<file path="src/rtl/vram_arb_pkg.sv">
// vram_arb_pkg: shared types and defaults for the video RAM write
// arbiter and its CPU write FIFO.
package vram_arb_pkg;

  typedef enum logic [1:0] {
    ST_IDLE   = 2'd0,
    ST_WR_CPU = 2'd1,
    ST_WR_LD  = 2'd2
  } arb_state_e;

  localparam int ENTRY_W        = 25;
  localparam int DEF_FIFO_DEPTH = 4;
  localparam int DEF_STARVE_MAX = 4;

  typedef struct packed {
    logic [16:0] addr;
    logic [7:0]  data;
  } cpu_entry_t;

endpackage

</file>
<file path="src/rtl/arb_fifo.sv">
// arb_fifo: synchronous FIFO holding pending CPU byte writes; a push
// into a full FIFO is refused unless a pop frees a slot that cycle.
module arb_fifo
  import vram_arb_pkg::*;
#(
  parameter int DEPTH = DEF_FIFO_DEPTH
) (
  input  logic               i_clk,
  input  logic               i_rst,
  input  logic               i_push,
  input  logic [ENTRY_W-1:0] i_din,
  input  logic               i_pop,
  output logic [ENTRY_W-1:0] o_dout,
  output logic               o_full,
  output logic               o_empty,
  output logic [4:0]         o_level,
  output logic               o_drop
);

  localparam int PW = (DEPTH > 1) ? $clog2(DEPTH) : 1;
  localparam logic [4:0] LV_FULL = 5'(DEPTH);

  logic [ENTRY_W-1:0] r_mem [DEPTH];
  logic [PW-1:0]      r_wr;
  logic [PW-1:0]      r_rd;
  logic [4:0]         r_level;
  logic               w_pop_ok;
  logic               w_push_ok;

  assign o_full    = (r_level == LV_FULL);
  assign o_empty   = (r_level == 5'd0);
  assign o_level   = r_level;
  assign o_dout    = r_mem[r_rd];
  assign w_pop_ok  = i_pop & ~o_empty;
  assign w_push_ok = i_push & (~o_full | w_pop_ok);
  assign o_drop    = i_push & ~w_push_ok;

  always_ff @(posedge i_clk) begin
    if (w_push_ok) begin
      r_mem[r_wr] <= i_din;
    end
  end

  always_ff @(posedge i_clk) begin
    if (i_rst) begin
      r_wr    <= '0;
      r_rd    <= '0;
      r_level <= 5'd0;
    end else begin
      if (w_push_ok) r_wr <= r_wr + 1'b1;
      if (w_pop_ok)  r_rd <= r_rd + 1'b1;
      if (w_push_ok && !w_pop_ok) begin
        r_level <= r_level + 5'd1;
      end else if (w_pop_ok && !w_push_ok) begin
        r_level <= r_level - 5'd1;
      end
    end
  end

endmodule

</file>
<file path="src/rtl/vram_wr_arb.sv">
// vram_wr_arb: merges buffered CPU byte writes and loader word writes
// onto one video RAM write port, bounding how long the loader waits.
module vram_wr_arb
  import vram_arb_pkg::*;
#(
  parameter int FIFO_DEPTH = DEF_FIFO_DEPTH,
  parameter int STARVE_MAX = DEF_STARVE_MAX
) (
  input  logic        CLK,
  input  logic        RESET,
  input  logic        CPU_CS_n,
  input  logic [16:0] CPU_A,
  input  logic [7:0]  CPU_D,
  output logic        CPU_WAIT_n,
  input  logic        LD_VALID,
  output logic        LD_READY,
  input  logic [15:0] LD_ADDR,
  input  logic [15:0] LD_DATA,
  output logic        VWE_n,
  output logic [15:0] VADDR,
  output logic [15:0] VDATA,
  output logic        VLE_n,
  output logic        VHE_n,
  output logic [4:0]  FIFO_LEVEL,
  output logic        OVF
);

  localparam int SW = $clog2(STARVE_MAX + 1);
  localparam logic [SW-1:0] STARVE_SAT = SW'(STARVE_MAX);

  arb_state_e         r_state;
  arb_state_e         w_next;
  logic               r_cs_prev;
  logic               w_fall;
  logic [SW-1:0]      r_starve;
  logic               r_ovf;
  logic [15:0]        r_vaddr;
  logic [15:0]        r_vdata;
  logic               r_vle_n;
  logic               r_vhe_n;
  logic [ENTRY_W-1:0] w_din;
  logic [ENTRY_W-1:0] w_dout;
  cpu_entry_t         w_head;
  logic               w_full;
  logic               w_empty;
  logic               w_drop;
  logic               w_idle;
  logic               w_ld_ready;
  logic               w_hs;
  logic               w_pop;
  logic               w_vwe_n;

  assign w_fall = r_cs_prev & ~CPU_CS_n;
  assign w_din  = {CPU_A, CPU_D};
  assign w_head = cpu_entry_t'(w_dout);

  arb_fifo #(
    .DEPTH(FIFO_DEPTH)
  ) u_fifo (
    .i_clk  (CLK),
    .i_rst  (RESET),
    .i_push (w_fall),
    .i_din  (w_din),
    .i_pop  (w_pop),
    .o_dout (w_dout),
    .o_full (w_full),
    .o_empty(w_empty),
    .o_level(FIFO_LEVEL),
    .o_drop (w_drop)
  );

  always_ff @(posedge CLK) begin
    if (RESET) r_state <= ST_IDLE;
    else       r_state <= w_next;
  end

  always_comb begin
    w_next = r_state;
    unique case (r_state)
      ST_IDLE: begin
        if (w_hs)          w_next = ST_WR_LD;
        else if (!w_empty) w_next = ST_WR_CPU;
      end
      ST_WR_CPU, ST_WR_LD: w_next = ST_IDLE;
      default:             w_next = ST_IDLE;
    endcase
  end

  // Loader readiness must not look at LD_VALID, only at FIFO/starvation.
  always_comb begin
    w_idle     = (r_state == ST_IDLE);
    w_ld_ready = ~RESET & w_idle
               & (w_empty | (r_starve == STARVE_SAT));
    w_hs       = w_ld_ready & LD_VALID;
    w_pop      = w_idle & ~w_hs & ~w_empty;
    w_vwe_n    = w_idle;
  end

  always_ff @(posedge CLK) begin
    if (RESET) begin
      r_cs_prev <= 1'b1;
      r_ovf     <= 1'b0;
    end else begin
      r_cs_prev <= CPU_CS_n;
      if (w_drop) r_ovf <= 1'b1;
    end
  end

  always_ff @(posedge CLK) begin
    if (RESET) begin
      r_starve <= '0;
    end else if (w_hs) begin
      r_starve <= '0;
    end else if (w_pop && LD_VALID) begin
      if (r_starve != STARVE_SAT) r_starve <= r_starve + 1'b1;
    end else if (w_idle && !LD_VALID) begin
      r_starve <= '0;
    end
  end

  always_ff @(posedge CLK) begin
    if (RESET) begin
      r_vaddr <= 16'h0000;
      r_vdata <= 16'h0000;
      r_vle_n <= 1'b1;
      r_vhe_n <= 1'b1;
    end else if (w_hs) begin
      r_vaddr <= LD_ADDR;
      r_vdata <= LD_DATA;
      r_vle_n <= 1'b0;
      r_vhe_n <= 1'b0;
    end else if (w_pop) begin
      r_vaddr <= w_head.addr[16:1];
      r_vdata <= {w_head.data, w_head.data};
      r_vle_n <= w_head.addr[0];
      r_vhe_n <= ~w_head.addr[0];
    end
  end

  assign VWE_n      = w_vwe_n;
  assign VADDR      = r_vaddr;
  assign VDATA      = r_vdata;
  assign VLE_n      = r_vle_n;
  assign VHE_n      = r_vhe_n;
  assign LD_READY   = w_ld_ready;
  assign CPU_WAIT_n = ~w_full;
  assign OVF        = r_ovf;

endmodule

</file>
<file path="config.mk">
export PLATFORM = sky130hd
export DESIGN_NAME = vram_wr_arb
export DESIGN_NICKNAME = d
export VERILOG_FILES = /design/src/rtl/vram_arb_pkg.sv /design/src/rtl/arb_fifo.sv /design/src/rtl/vram_wr_arb.sv
export SDC_FILE = /design/constraint.sdc
export NUM_CORES = 1
export LEC_CHECK = 0
export ABC_CLOCK_PERIOD_IN_PS = 3100
export CORE_AREA = 2 2 125 127
export DETAILED_ROUTE_END_ITERATION = 12
export DIE_AREA = 0 0 127 129
export PLACE_DENSITY = 0.73
export SETUP_SLACK_MARGIN = 0.15
export SYNTH_ARGS = -nofsm -noshare
export SYNTH_HDL_FRONTEND = slang
export SYNTH_SLANG_ARGS = --single-unit
</file>
<file path="constraint.sdc">
create_clock -name CLK -period 3.1 [get_ports CLK]
set_input_delay 0.93 -clock CLK [delete_from_list [all_inputs] [get_ports CLK]]
set_output_delay 0.93 -clock CLK [all_outputs]
set_load 0.03 [all_outputs]
</file>
## After elaboration in Yosys (flattened, before gate mapping)

Memories as Yosys holds them, arrays and structs flattened. A register that Yosys moved wholly into a read port is not among the register bits.
Index checks and enable logic that the tools add are counted.
W data, S select, Z words.

- Flip-flop bits (word level): 50
- Bits in writable memories: 100
- Bits of input ports: 61
- Output and inout port bits: 43
- Logic and storage cells: 77
- Memories: 1

- Add/subtract/negate cells: 5
- Eq/ne operators: 5
- Muxes and demuxes: 19
- Bitwise gates (word level): 19
- Reduce and logical (&&, ||, !) cells: 16

Memories:

| memory | words | bits a word | rd ports | clocked after Yosys merged registers in | write ports | RTL line | text |
|---|---|---|---|---|---|---|---|
| u_fifo.r_mem | 4 | 25 | 1 | 1 | 1 | arb_fifo.sv:23 | `logic [ENTRY_W-1:0] r_mem [DEPTH];` |

Operator list:

| operator | count |
|---|---|
| $mux W16 | 4 |
| $mux W5 | 2 |
| $and A1 B1 Y1 | 9 |
| $mux W3 | 3 |
| $mux W2 | 4 |
| $not A1 Y1 | 8 |
| $mux W1 | 6 |
| $reduce_bool A2 Y1 | 3 |
| $add A5 B1 Y5 const B | 1 |
| $eq A5 B3 Y1 const B | 1 |
| $logic_not A5 Y1 | 1 |
| $sub A5 B1 Y5 const B | 1 |
| $add A2 B1 Y2 const B | 2 |
| $logic_and A1 B1 Y1 | 4 |
| $reduce_or A2 Y1 | 2 |
| $add A3 B1 Y3 const B | 1 |
| $eq A3 B3 Y1 const B | 1 |
| $logic_not A1 Y1 | 3 |
| $ne A3 B3 Y1 const B | 1 |
| $reduce_or A3 Y1 | 1 |
| $logic_not A2 Y1 | 1 |
| $ne A2 B1 Y1 const B | 1 |
| $ne A2 B2 Y1 const B | 1 |
| $or A1 B1 Y1 | 2 |
| $reduce_and A2 Y1 | 1 |

## Depth between registers and ports, before layout

- Depth in word-level cells: 14
- Gate-level depth with buffers: 13
- Depth with buffers taken out: 13

## Modules after synthesis

From an unflattened synthesis, not the netlist that was laid out.

- Cell total of the unflattened synthesis: 397
- Area total of the unflattened synthesis: 6,018.3 um^2

By module, submodules not included:

| module | times used | cells an instance | area each (um^2) | sequential area each (um^2) |
|---|---|---|---|---|
| arb_fifo | 1 | 205 | 4,251.6 | 3,223.1 |
| vram_wr_arb | 1 | 192 | 1,766.7 | 820.8 |

## Worst setup path after synthesis

OpenSTA, ideal clock, no wires.

- Kind: input to register
- Start point: input port LD_VALID
- End point: register u_fifo.r_level[4], in the netlist u_fifo.o_level[4]
- Setup time: 0.121 ns
- Arrival: 3.202 ns
- Required time: 2.979 ns
- Path slack: -0.222 ns
- Cell stages on the path: 10
- Path buffers: 0
- Cells stage by stage: nor2b_1 -> a221oi_2 -> o21a_2 -> ha_1 -> inv_1 -> ha_1 -> a21o_1 -> a21oi_1 -> mux2i_1 -> mux2_2

- Longest elaborated chain between the ends: 10
- Elaborated cells on any way between the ends: 13
- Classes of those cells: mux (1); bitwise (7); reduce/logical (5)

Ends and longest elaborated chain:

| what | RTL line | text |
|---|---|---|
| from (decl) | vram_wr_arb.sv:15 | `input logic LD_VALID,` |
| $and A1 B1 Y1 (*) | vram_wr_arb.sv:94 | `w_hs = w_ld_ready & LD_VALID;` |
| $not A1 Y1 (*) | vram_wr_arb.sv:95 | `w_pop = w_idle & ~w_hs & ~w_empty;` |
| $and A1 B1 Y1 (*) (2 in a row) | vram_wr_arb.sv:95 |  |
| $and A1 B1 Y1 (*) | arb_fifo.sv:34 | `assign w_pop_ok = i_pop & ~o_empty;` |
| $or A1 B1 Y1 (*) | arb_fifo.sv:35 | `assign w_push_ok = i_push & (~o_full \| w_pop_ok);` |
| $and A1 B1 Y1 (*) | arb_fifo.sv:35 |  |
| named net u_fifo.w_push_ok | arb_fifo.sv:28 | `logic w_push_ok;` |
| $logic_not A1 Y1 | arb_fifo.sv:54 | `end else if (w_pop_ok && !w_push_ok) begin` |
| $logic_and A1 B1 Y1 | arb_fifo.sv:54 |  |
| $reduce_bool A2 Y1 (no source line) | n/a |  |
| to (signal assigned) | arb_fifo.sv:53 | `r_level <= r_level + 5'd1;` |
| to (signal assigned) | arb_fifo.sv:55 | `r_level <= r_level - 5'd1;` |
| to (decl) | arb_fifo.sv:26 | `logic [4:0] r_level;` |

The timed path passes the listed nets; every way through them passes the cells marked *.
A chain may end at the register's enable or synchronous reset.

## Worst setup path after layout

Ends and elaborated chain as after synthesis.

==> impl_metrics.csv <==
group,metric,value,unit
floorplan,dieArea,16400,µm²
drt,routed_wl,12200,µm
logic_synthesis,synth-async-reset-ratio,0,%
timing,slew-limit-headroom,33.2,%
drt,num_vias,3500,
timing,fin_worst_skew,7.86,ps
logic_synthesis,ys_seq_area_share,68.7,%
floorplan,design.core.area,15000,µm²
power,irDropWorstVdd,0.527,mV
drt,final_antenna_net_count,0,
clock_network,cts_buffer_depth,2,
drt,vias_per_cell,5.19,
logic_synthesis,synth_common_cells,"edfxtp_1 (100), dfxtp_1 (52), a221o_1 (33), nor3b_1 (26), mux4_2 (25)",
run,maxCapViolCount,0,
clock_network,cts_root_buf,"clkbuf_16",
timing,finalSetupViolCount,0,
grt,grt_antenna_before_repair,1,
floorplan,die_h,129,µm
logic_synthesis,yosys.area.top_type,"edfxtp_1",
clock_network,clkLatencyLatePin,410,ps
grt,grt_pass1_wl,19400,µm
setup_path,crit_top_cell,"ha_4",
clock_network,clock_sinks,152,
placement,placed_cells,641,
logic_synthesis,ys_warn_count,0,
setup_path,slowest_delay,360,ps
status,status,"complete, no violations",
timing,finalCriticalPeriod,2900,ps
timing,setup_tns,0,ps
floorplan,io-pin-count,104,
logic_synthesis,post-synth-top-area-fraction,51.0,%
logic_synthesis,yosys_most_used_dff,"edfxtp_1",
logic_synthesis,synth_fp_nets,424,
drt,drcViolationCount,0,
clock_network,cts-buffers-inserted,17,
setup_path,critPathRequiredTime,3400,ps
timing,final_hold_viol_count,0,
min_path,min_path_type,"register to register",
grt,grt_use_total,15.9,%
placement,gp_congestion,0.720,
floorplan,die_width,127,µm
setup_path,critPathMaxFanout,4,
timing,fmax,345,MHz
floorplan,start_util,39.3,%
timing,drv_slew,0,
placement,dpl.hpwl,7770,µm
timing,finalCritPeriodShare,93.5,%
layout,fin_cells,675,
setup_path,crit_path_cell_trace,"dlygate4sd2_1 -> nor2b_4 -> a221oi_4 -> o21a_2 -> ha_4 -> inv_4 -> ha_4 -> a21o_1 -> a21oi_2 -> mux2i_1 -> mux2_2",
timing,rsz0062_at_grt,"no",
setup_path,endpoint_kind,"register",
clock_network,cts.clk_slew.worst_paths,60,ps
layout,nets,546,
drt,first_iter_violations,142,
layout,drive_above_1_share,20.1,%
grt,grt_pass1_vias,3658,
logic_synthesis,avgSynthCellArea,16.7,µm²
layout,area_growth,34.7,%
logic_synthesis,synth_area,5890,µm²
floorplan,rows,45,
clock_network,cts_tree,"done",
logic_synthesis,yosysUniqueCellTypes,39,
logic_synthesis,ys_ff_latch,152,
placement,io_buffers,103,
logic_synthesis,syn-instance-count,352,
setup_path,slowest_stage,"mux2_2",
grt,grt_start_max_net_pins,58,
clock_network,cts_hold_buffers,0,
timing,worstMarginPinSlew,1000,ps
logic_synthesis,synth-edff-count,100,
logic_synthesis,synth.area.top_cells,"edfxtp_1 (51%), dfxtp_1 (18%), mux4_2 (9.6%)",
drt,firstDrtPassIters,4,
logic_synthesis,yosysMostFrequentCell,"edfxtp_1",
power,p_leak,2.73,nW
setup_path,cp.arrival,3200,ps
power,power.density,968,nW/µm²
drt,wl_per_cell,18.1,µm
clock_network,h-tree-depth,4,
grt,grt.overflow.total,0,
setup_path,start_kind,"primary input",
setup_path,crit_type,"primary input to register",
layout,diodes,0,
[stage by stage]
step	hold slack, ps	power (mW)	instance area [µm²]	setup slack (ps)	utilization (%)
after floorplan	449	4.65	5940	131	-
after global placement	450	5.66	7340	-266	49.0
after detailed placement	458	5.73	7340	-395	49.0
after CTS	477	7.78	7920	204	52.9
after global routing	505	8.09	7930	151	52.9
final	476	7.68	7930	200	52.9
[state kept, by name, indices dropped and copies added (netlist names), 2 cells and up, named ones only]
register        count
VADDR              16
VDATA              16
r_starve            3
r_state             2
u_fifo.o_level      5
u_fifo.r_mem      100
u_fifo.r_rd         2
u_fifo.r_wr         2
[routing by layer]
metal / wire length, µm / vias up / track usage, %
met5: 0 / - / 0
met4: 199 / 0 / 6.59
met3: 675 / 22 / 4.74
met2: 6090 / 105 / 26.2
met1: 5250 / 1732 / 19.7
li1: - / 1641 / -
[logic make-up after synthesis]
kind of cell,synth area share (%)
XOR/XNOR,0.893
multiplexers,10.3
adder cells (fa/ha/maj),2.46
AO/OA/AOI/OAI,7.82
AND/OR/NAND/NOR,7.16
flip-flops,68.7
buffers and inverters,2.72
[placed cells by master, fill, tap and decap left out, types with 2 or more instances in the layout]
master           count
edfxtp_1           100
clkdlybuf4s50_1     99
dfxtp_1             49
a221o_1             33
nor3b_1             26
mux4_2              25
nor2_1              18
clkbuf_16           17
buf_4               14
nand2_1              9
inv_1                8
a21oi_1              8
ha_1                 8
buf_12               8
clkinv_4             5
clkinv_2             4
and2_1               4
xnor2_1              3
mux2i_1              3
xor2_1               3
dfxtp_2              3
clkinvlp_4           3
dlygate4sd2_1        3
or2_1                2
nor2b_1              2
a21o_1               2
ha_4                 2
bufinv_16            2
[critical path, delay by kind of cell]
family | cells | cell delay, ps
muxes | 2 | 610
AOI/OAI and AO/OA | 4 | 840
and+or+nand+nor | 1 | 140
buffers and inverters | 2 | 300
adders and majority gates | 2 | 370
[what timing repair did]
item                                    4_1_cts  5_1_grt
gates resized for setup                       3        3
pin swaps                                     4        2
buffers inserted                              1        1
endpoints found under the setup margin        4        2
[cell type report]
class                   count  area [µm²]
multi-input cells         168        1740
repair buffers            124        1280
flip-flops and latches    152        4050
clock inverters            15         154
clock buffers              17         425
inverters                  11        45.0
well taps                 188         235
fillers                  1222        7050
[worst paths after layout]
| path | from | end | depth (start not counted) | slack [ps] |
|---|---|---|---|---|
| max | LD_VALID | u_fifo.o_level[4]$_SDFFE_PP0P_ | 11 | 200 |
| min | VHE_n$_SDFFE_PP1P_ | VHE_n$_SDFFE_PP1P_ | 1 | 480 |
| max reg2reg | r_starve[0]$_SDFFE_PP0P_ | u_fifo.o_level[4]$_SDFFE_PP0P_ | 12 | 240 |
| min reg2reg | VHE_n$_SDFFE_PP1P_ | VHE_n$_SDFFE_PP1P_ | 1 | 480 |
[report_power, final]
part | switching [mW] | leakage [nW] | internal [mW]
logic | 1.45 | 1.11 | 1.42
registers | 0.266 | 1.34 | 2.55
clock network | 0.812 | 0.277 | 1.18
total | 2.52 | 2.73 | 5.15
(Power assumes the default switching activity.)
